[config.mk]
export PLATFORM = sky130hd
export DESIGN_NAME = keypad_scanner
export DESIGN_NICKNAME = d
export VERILOG_FILES = /design/src/rtl/keypad_pkg.sv /design/src/rtl/keypad_debounce.sv /design/src/rtl/keypad_scanner.sv
export SDC_FILE = /design/constraint.sdc
export NUM_CORES = 1
export LEC_CHECK = 0
export CAP_MARGIN = 20
export CORE_ASPECT_RATIO = 0.6
export CORE_MARGIN = 2
export CORE_UTILIZATION = 62
export CTS_BUF_LIST = sky130_fd_sc_hd__clkbuf_16
export DETAILED_ROUTE_END_ITERATION = 6
export GPL_TIMING_DRIVEN = 0
export PLACE_DENSITY = 0.95
export SKIP_LAST_GASP = 1
export SYNTH_ARGS = -nofsm -noshare
export SYNTH_HDL_FRONTEND = slang
export SYNTH_SLANG_ARGS = --single-unit
[constraint.sdc]
create_clock -name clk -period 3.5 [get_ports clk]
set_input_delay 0.525 -clock clk [delete_from_list [all_inputs] [get_ports clk]]
set_output_delay 0.525 -clock clk [all_outputs]
set_load 0.005 [all_outputs]
[src/rtl/keypad_pkg.sv]
// Shared constants and helpers for the 4x4 matrix keypad scanner.
package keypad_pkg;

    localparam int KP_ROWS   = 4;
    localparam int KP_COLS   = 4;
    localparam int KP_CODE_W = 4;
    localparam int KP_KEYS   = KP_ROWS * KP_COLS;

    localparam logic [KP_ROWS-1:0] KP_ROW_RST = 4'b1110;

    function automatic logic [KP_CODE_W-1:0] kp_lowest(
        input logic [KP_KEYS-1:0] v
    );
        kp_lowest = '0;
        for (int i = KP_KEYS - 1; i >= 0; i--) begin
            if (v[i]) begin
                kp_lowest = KP_CODE_W'(i);
            end
        end
    endfunction

endpackage

[src/rtl/keypad_debounce.sv]
// Frame-level stability filter: the key matrix only follows the raw
// frame after DEBOUNCE_SCANS consecutive identical frames.
module keypad_debounce
    import keypad_pkg::*;
#(
    parameter int DEBOUNCE_SCANS = 4
) (
    input  logic               clk,
    input  logic               rst,
    input  logic               frame_i,
    input  logic [KP_KEYS-1:0] raw_i,
    output logic [KP_KEYS-1:0] keys_o,
    output logic [KP_KEYS-1:0] press_o,
    output logic [KP_KEYS-1:0] release_o
);

    localparam int CW = $clog2(DEBOUNCE_SCANS + 1);
    localparam logic [CW-1:0] CNT_MAX = CW'(DEBOUNCE_SCANS);

    logic [KP_KEYS-1:0] prev_q, prev_d;
    logic [KP_KEYS-1:0] keys_q, keys_d;
    logic [CW-1:0]      cnt_q, cnt_d;

    always_comb begin
        prev_d    = prev_q;
        keys_d    = keys_q;
        cnt_d     = cnt_q;
        press_o   = '0;
        release_o = '0;
        if (frame_i) begin
            prev_d = raw_i;
            if (raw_i != prev_q) begin
                cnt_d = CW'(1);
            end else if (cnt_q != CNT_MAX) begin
                cnt_d = cnt_q + CW'(1);
            end
            if (cnt_d == CNT_MAX && raw_i != keys_q) begin
                keys_d    = raw_i;
                press_o   = raw_i & ~keys_q;
                release_o = keys_q & ~raw_i;
            end
        end
    end

    always_ff @(posedge clk) begin
        if (rst) begin
            prev_q <= '0;
            keys_q <= '0;
            cnt_q  <= '0;
        end else begin
            prev_q <= prev_d;
            keys_q <= keys_d;
            cnt_q  <= cnt_d;
        end
    end

    assign keys_o = keys_q;

endmodule

[src/rtl/keypad_scanner.sv]
// 4x4 active-low keypad scanner with per-frame debounce and key events.
// Define KEYPAD_RELEASE_EN to add the key_release pulse output.
module keypad_scanner
    import keypad_pkg::*;
#(
    parameter int SCAN_DIV       = 50000,
    parameter int DEBOUNCE_SCANS = 4
) (
    input  logic                 clk,
    input  logic                 rst,
    output logic [KP_ROWS-1:0]   row,
    input  logic [KP_COLS-1:0]   col,
    output logic [KP_KEYS-1:0]   keys,
    output logic                 key_valid,
    output logic [KP_CODE_W-1:0] key_code
`ifdef KEYPAD_RELEASE_EN
    ,
    output logic                 key_release
`endif
);

    localparam int DW = $clog2(SCAN_DIV);
    localparam logic [DW-1:0] DIV_LAST = DW'(SCAN_DIV - 1);

    logic [KP_COLS-1:0]   col_s1_q, col_s2_q;
    logic [DW-1:0]        div_q, div_d;
    logic [1:0]           ridx_q, ridx_d;
    logic [KP_ROWS-1:0]   row_q, row_d;
    logic [KP_KEYS-1:0]   raw_q, raw_d;
    logic                 frame_q, frame_d;
    logic                 valid_q, valid_d;
    logic [KP_CODE_W-1:0] code_q, code_d;
    logic                 rel_q, rel_d;
    logic                 div_last;

    logic [KP_KEYS-1:0]   press_vec;
    logic [KP_KEYS-1:0]   rel_vec;

    assign div_last = (div_q == DIV_LAST);

    // Columns are sampled only at the end of each row period, long
    // after the strobe switch has settled through the synchronizer.
    always_comb begin
        div_d   = div_last ? '0 : div_q + DW'(1);
        ridx_d  = div_last ? ridx_q + 2'd1 : ridx_q;
        row_d   = div_last ? {row_q[KP_ROWS-2:0], row_q[KP_ROWS-1]} : row_q;
        raw_d   = raw_q;
        frame_d = div_last && (ridx_q == 2'd3);
        if (div_last) begin
            raw_d[{ridx_q, 2'b00} +: KP_COLS] = ~col_s2_q;
        end
    end

    keypad_debounce #(
        .DEBOUNCE_SCANS(DEBOUNCE_SCANS)
    ) u_debounce (
        .clk      (clk),
        .rst      (rst),
        .frame_i  (frame_q),
        .raw_i    (raw_q),
        .keys_o   (keys),
        .press_o  (press_vec),
        .release_o(rel_vec)
    );

    always_comb begin
        valid_d = |press_vec;
        code_d  = code_q;
        rel_d   = 1'b0;
        if (|press_vec) begin
            code_d = kp_lowest(press_vec);
        end
`ifdef KEYPAD_RELEASE_EN
        rel_d = |rel_vec;
        if (!(|press_vec) && (|rel_vec)) begin
            code_d = kp_lowest(rel_vec);
        end
`endif
    end

`ifndef KEYPAD_RELEASE_EN
    logic unused_rel;
    assign unused_rel = ^{rel_vec, rel_q};
`endif

    always_ff @(posedge clk) begin
        if (rst) begin
            col_s1_q <= '0;
            col_s2_q <= '0;
            div_q    <= '0;
            ridx_q   <= '0;
            row_q    <= KP_ROW_RST;
            raw_q    <= '0;
            frame_q  <= 1'b0;
            valid_q  <= 1'b0;
            code_q   <= '0;
            rel_q    <= 1'b0;
        end else begin
            col_s1_q <= col;
            col_s2_q <= col_s1_q;
            div_q    <= div_d;
            ridx_q   <= ridx_d;
            row_q    <= row_d;
            raw_q    <= raw_d;
            frame_q  <= frame_d;
            valid_q  <= valid_d;
            code_q   <= code_d;
            rel_q    <= rel_d;
        end
    end

    assign row       = row_q;
    assign key_valid = valid_q;
    assign key_code  = code_q;
`ifdef KEYPAD_RELEASE_EN
    assign key_release = rel_q;
`endif

endmodule

After elaboration in Yosys (flattened, before gate mapping)

Cells that the tools add are included.

Flip-flop bits (word level): 87
Input bits: 6

Add/sub/neg operators: 4
Eq/ne operators: 6
Shift-type cells: 2
Mux-type cells: 22
Bitwise gates (word level): 3
Reduce and logical (&&, ||, !) cells: 5

Operator list:

| kind                                                 | number |
|---|---|
| two-way mux 4 bit                                    | 16 |
| two-way mux 16 bit                                   | 2 |
| != test 16 bit                                       | 2 |
| adder 16 x 1 -> 16 bit, second input constant        | 1 |
| bitwise AND 16 bit                                   | 1 |
| bitwise mux 16 bit                                   | 1 |
| == test 16 bit, second input constant                | 1 |
| NOT 16 bit                                           | 1 |
| OR reduction 16 bit                                  | 1 |
| variable shift 4 x 6 -> 16 bit, first input constant | 1 |
| variable part select 4 x 6 -> 16 bit                 | 1 |
| two-way mux 3 bit                                    | 3 |
| negation 4 -> 6 bit                                  | 1 |
| NOT 4 bit                                            | 1 |
| adder 3 x 1 -> 3 bit, second input constant          | 1 |
| == test 3 bit, second input constant                 | 1 |
| != test 3 bit, second input constant                 | 1 |
| adder 2 x 1 -> 2 bit, second input constant          | 1 |
| == test 2 bit, second input constant                 | 1 |
| logical AND 1 bit                                    | 2 |
| AND reduction 2 bit                                  | 1 |
| OR reduction 2 bit                                   | 1 |

Longest topological paths before layout

Depth after elaboration: 24
Gate-level depth with buffers: 8
Mapped depth without buffers: 7

Hierarchy

From an unflattened synthesis, not the netlist that was laid out.

Cells, all modules: 524
Area total of the unflattened synthesis: 4767.1 sq um

By module, submodules not included:

| module          | instances | cells each | area an instance (sq um) |
|---|---|---|---|
| keypad_debounce | 1         | 272        | 2438.6 |
| keypad_scanner  | 1         | 252        | 2328.5 |

Worst setup path after synthesis

Ideal clock, no wire load.

Path type: register -> register
Start point: register u_debounce.cnt_q[0]
End point: register code_q[2] (netlist: key_code[2])
Arrival: 2.119 ns
Slack: 1.260 ns
Stages on the path, launching flop included: 8
Clock period less this slack: 2.240 ns
Cells stage by stage: dfxtp_1 > inv_1 > ha_1 > or3b_1 > a211o_1 > a21o_1 > nor3_2 > mux2_2

Cells in the longest elaborated chain, start to end: 24
Elaborated cells between the ends (all ways): 26
Those cells by class: add/sub (1); eq/ne (2); mux (21); reduce/logical (2)

Ends and longest elaborated chain:

| what                                                         | line                                         | RTL |
|---|---|---|
| start: declaration                                           | keypad_debounce.sv:22                        | `logic [CW-1:0] cnt_q, cnt_d;` |
| start signal: assignment                                     | keypad_debounce.sv:53                        | `cnt_q <= cnt_d;` |
| adder 3 x 1 -> 3 bit / != test 3 bit (equally long branches) | keypad_debounce.sv:35, keypad_debounce.sv:34 |  |
| two-way mux 3 bit *                                          | keypad_debounce.sv:34                        | `end else if (cnt_q != CNT_MAX) begin` |
| two-way mux 3 bit *                                          | keypad_debounce.sv:32                        | `if (raw_i != prev_q) begin` |
| two-way mux 3 bit *                                          | keypad_debounce.sv:30                        | `if (frame_i) begin` |
| == test 3 bit *                                              | keypad_debounce.sv:37                        | `if (cnt_d == CNT_MAX && raw_i != keys_q) begin` |
| logical AND 1 bit *                                          | keypad_debounce.sv:37                        |  |
| two-way mux 16 bit *                                         | keypad_debounce.sv:37                        |  |
| two-way mux 16 bit *                                         | keypad_debounce.sv:30                        |  |
| two-way mux 4 bit (16 in series)                             | keypad_pkg.sv:16                             | `if (v[i]) begin` |
| end signal: assignment                                       | keypad_scanner.sv:107                        | `code_q <= code_d;` |
| end: declaration                                             | keypad_scanner.sv:32                         | `logic [KP_CODE_W-1:0] code_q, code_d;` |

Mark *: on every way between the ends. The rest lies on a longest branch, timed or not. The select of a mux whose other input is x is not followed.
A chain may end at the register's enable or synchronous reset.

Worst setup path in the final report

Start point: register raw_q[3]
End point: register u_debounce.keys_q[5] (netlist: u_debounce.keys_o[5])

Cells in the longest elaborated chain, start to end: 6
Elaborated cells between the ends (all ways): 7
Those cells by class: eq/ne (3); mux (2); reduce/logical (2)

Ends and longest elaborated chain:

| what                            | line                  | RTL |
|---|---|---|
| start: declaration              | keypad_scanner.sv:29  | `logic [KP_KEYS-1:0] raw_q, raw_d;` |
| start signal: assignment        | keypad_scanner.sv:104 | `raw_q <= raw_d;` |
| != test 16 bit                  | keypad_debounce.sv:32 |  |
| two-way mux 3 bit               | keypad_debounce.sv:32 |  |
| two-way mux 3 bit               | keypad_debounce.sv:30 |  |
| == test 3 bit                   | keypad_debounce.sv:37 |  |
| logical AND 1 bit *             | keypad_debounce.sv:37 |  |
| AND reduction 2 bit (no line) * | -                     |  |
| end signal: assignment          | keypad_debounce.sv:52 | `keys_q <= keys_d;` |
| end: declaration                | keypad_debounce.sv:21 | `logic [KP_KEYS-1:0] keys_q, keys_d;` |

Marks and branches as above.

==> results.txt <==
Fin. Hold Viols: 0
Worst-skew pair later-pin latency: 0.35 ns
Mapped Area: 4130 um^2
Cts bufs inserted: 9
Post-CTS sizing: 0
Power Density: 417 nW/um^2
Status: complete, no violations
Via count: 3549
Share of layout cells above drive strength 1: 0.0645
Grt peak-use layer: met2
Startpoint Class: flop
Die X: 109 um
Final TNS setup: 0 ns
Row count: 22
Post-CTS Hold Buffers: 0
Syn avg cell area: 8.85 um^2
CTS max path bufs: 2
I/O pins: 31
Drt pass-1 iters: 5
N_diodes: 0
GPL Wtd Cong: 0.952
Number of remaining DRC errors: 0
CP required: 3.77 ns
Routed vias/inst: 5.95
GR Util met1: 0.379
Fin cells: 596
Root Driver: clkbuf_16
Crit. End Element: flop
Period utilisation layout: 0.729
Share of the yosys chip area belonging to registers: 0.421
Cells after Synth: 467
Multi-input logic area: 2170 um^2
# port buffers: 29
Headroom to the max-slew limit: 0.522
# fillers: 443
GRT overflow: 0
Iter 0 DRT Violations: 281
CORE AREA: 6280 um^2
Share of the synthesized area in the top cell type: 0.421
Synthesized flop and latch total: 87
Routed Wire Length: 9.80 mm
Pin count of the biggest net entering global routing: 17
Post-route ant nets: 0
Met2 usage: 0.456
Peak VDD IR: 0.326 mV
Top cells by area, synth: dfxtp_1 (42%), ha_1 (7.3%), mux2i_1 (5.1%)
Worst Hold Class: reg -> reg
CTS tree: done
Met3 Track Usage GR: 0.100
Final Skew: 0.0110 ns
Detailed-placement wirelength estimate: 7.15 mm
Wire per inst: 16.4 um
Final setup vio count: 0
Initial Utilization: 0.659
Net Count, Synth: 497
Chip Height: 67.3 um
Post-CTS setup buffer count: 0
Placed Cells: 580
Leakage power: 0.00181 uW
Clock slew at reported path FFs: 0.06 ns
Die area: 7360 um^2
Final Max Slew Viols: 0
Post-synth cell types: 48
Most used DFF post-synth: dfxtp_1
Critical path peak fanout: 10
Vias in the first global route: 3280
CTS sink cnt: 87
H-tree depth: 3
Util after Layout: 0.770
Worst path arrival time: 2.82 ns
Synth warn: 0
Design Power: 2010 uW
Final #Nets: 537
RSZ-0062 raised after global routing: no
Reg area: 1740 um^2
Initial antenna violation count: 0
MaxCap Viol Count: 0
Commonest cells after routing, fill and taps aside: dfxtp_1 (87), nor2_1 (49), a21oi_1 (40)
Commonest non-fill, non-tap cell in the layout: dfxtp_1
First-pass GRT wire length: 15.9 mm
Yosys top cell by area: dfxtp_1
Max Fclk: 392 MHz
Post-layout min period: 2.55 ns
Slew @ Worst Pin: 0.718 ns
Post-synth EDFFs: 0
WS Path Type: reg -> reg
Total GRT Usage: 0.290
Area grow syn2layout: 16.9%
Post-synthesis async set-or-reset flop share: 0
[state kept, by name (all words and copies together) (netlist names), 2 cells and up]
register           count
key_code               4
row                    4
div_q                 16
col_s1_q               4
u_debounce.prev_q     16
u_debounce.cnt_q       3
u_debounce.keys_o     16
ridx_q                 2
col_s2_q               4
raw_q                 16
[through the flow]
stage                     hold slack [ns]  cell area, um^2  worst slack, ns
after floorplan                     0.413             4130             1.26
after global placement              0.420             4530             1.11
after detailed placement            0.423             4530             1.01
after CTS                           0.438             4830             1.00
after global routing                0.463             4830            0.770
final                               0.437             4830            0.950
[cell families (layout without fill, tap and decap cells)]
group                      Yosys count  after routing  synth area share
muxes                               22             22            0.0536
DFF                                 87             87             0.421
and+or+nand+nor                    178            178             0.229
buffers and inverters               48             93            0.0533
adders and majority gates           24             24            0.0726
xor gates and xnor gates            29             29            0.0614
AOI/OAI and AO/OA                   79             79             0.109
[where the power goes]
group	total [uW]	internal (uW)	switching, uW	leakage (uW)
sequential	1000	997	4.76	0.000703
clock	971	560	411	0.000142
combinational	40.0	15.6	24.4	0.000966
total	2010	1570	440	0.00181
[area by class of cell]
type                    instances  area share
clock buffers                   9      0.0466
inverters                      28      0.0218
multi-input cells             332       0.450
plain buffers                  20      0.0238
flip-flops and latches         87       0.360
repair buffers                 29      0.0601
clock inverters                 7      0.0161
well taps                      84      0.0218
[synthesized netlist by cell type (6+ instances only)]
library cell and n:
nand3_1 23, a21oi_1 40, nand4_1 9, nor2_1 49, dfxtp_1 87, nor3_1 9, nor4_1 6, xor2_1 22
xnor2_1 7, nor2b_1 9, or3_1 20, mux2i_1 21, clkbuf_1 11, ha_1 24, inv_1 28, nand2_1 31
o21ai_0 22
[critical path: stages (launching register included)]
cell and delay (ns):
dfxtp_1 0.41, ha_1 0.32, nand4_1 0.10, o41ai_1 0.63, a21o_1 0.34, clkbuf_1 0.37, o21ai_0 0.15, a21oi_1 0.15
[metal layers]
layer	vias up	wire, um	part of all wire
met4	0	131	0.013
met1	1701	4520	0.46
met3	18	870	0.089
li1	1694	-	-
met5	-	0	0
met2	136	4280	0.44
[worst paths after layout]
kind               start                   end  slack [ns]  cells after the start
max             raw_q[3]  u_debounce.keys_o[5]        0.95                      7
min          col_s1_q[3]           col_s2_q[3]        0.44                      1
max reg2reg     raw_q[3]  u_debounce.keys_o[5]        0.95                      7
min reg2reg  col_s1_q[3]           col_s2_q[3]        0.44                      1
Note: power is estimated with default switching activity, not from simulation.
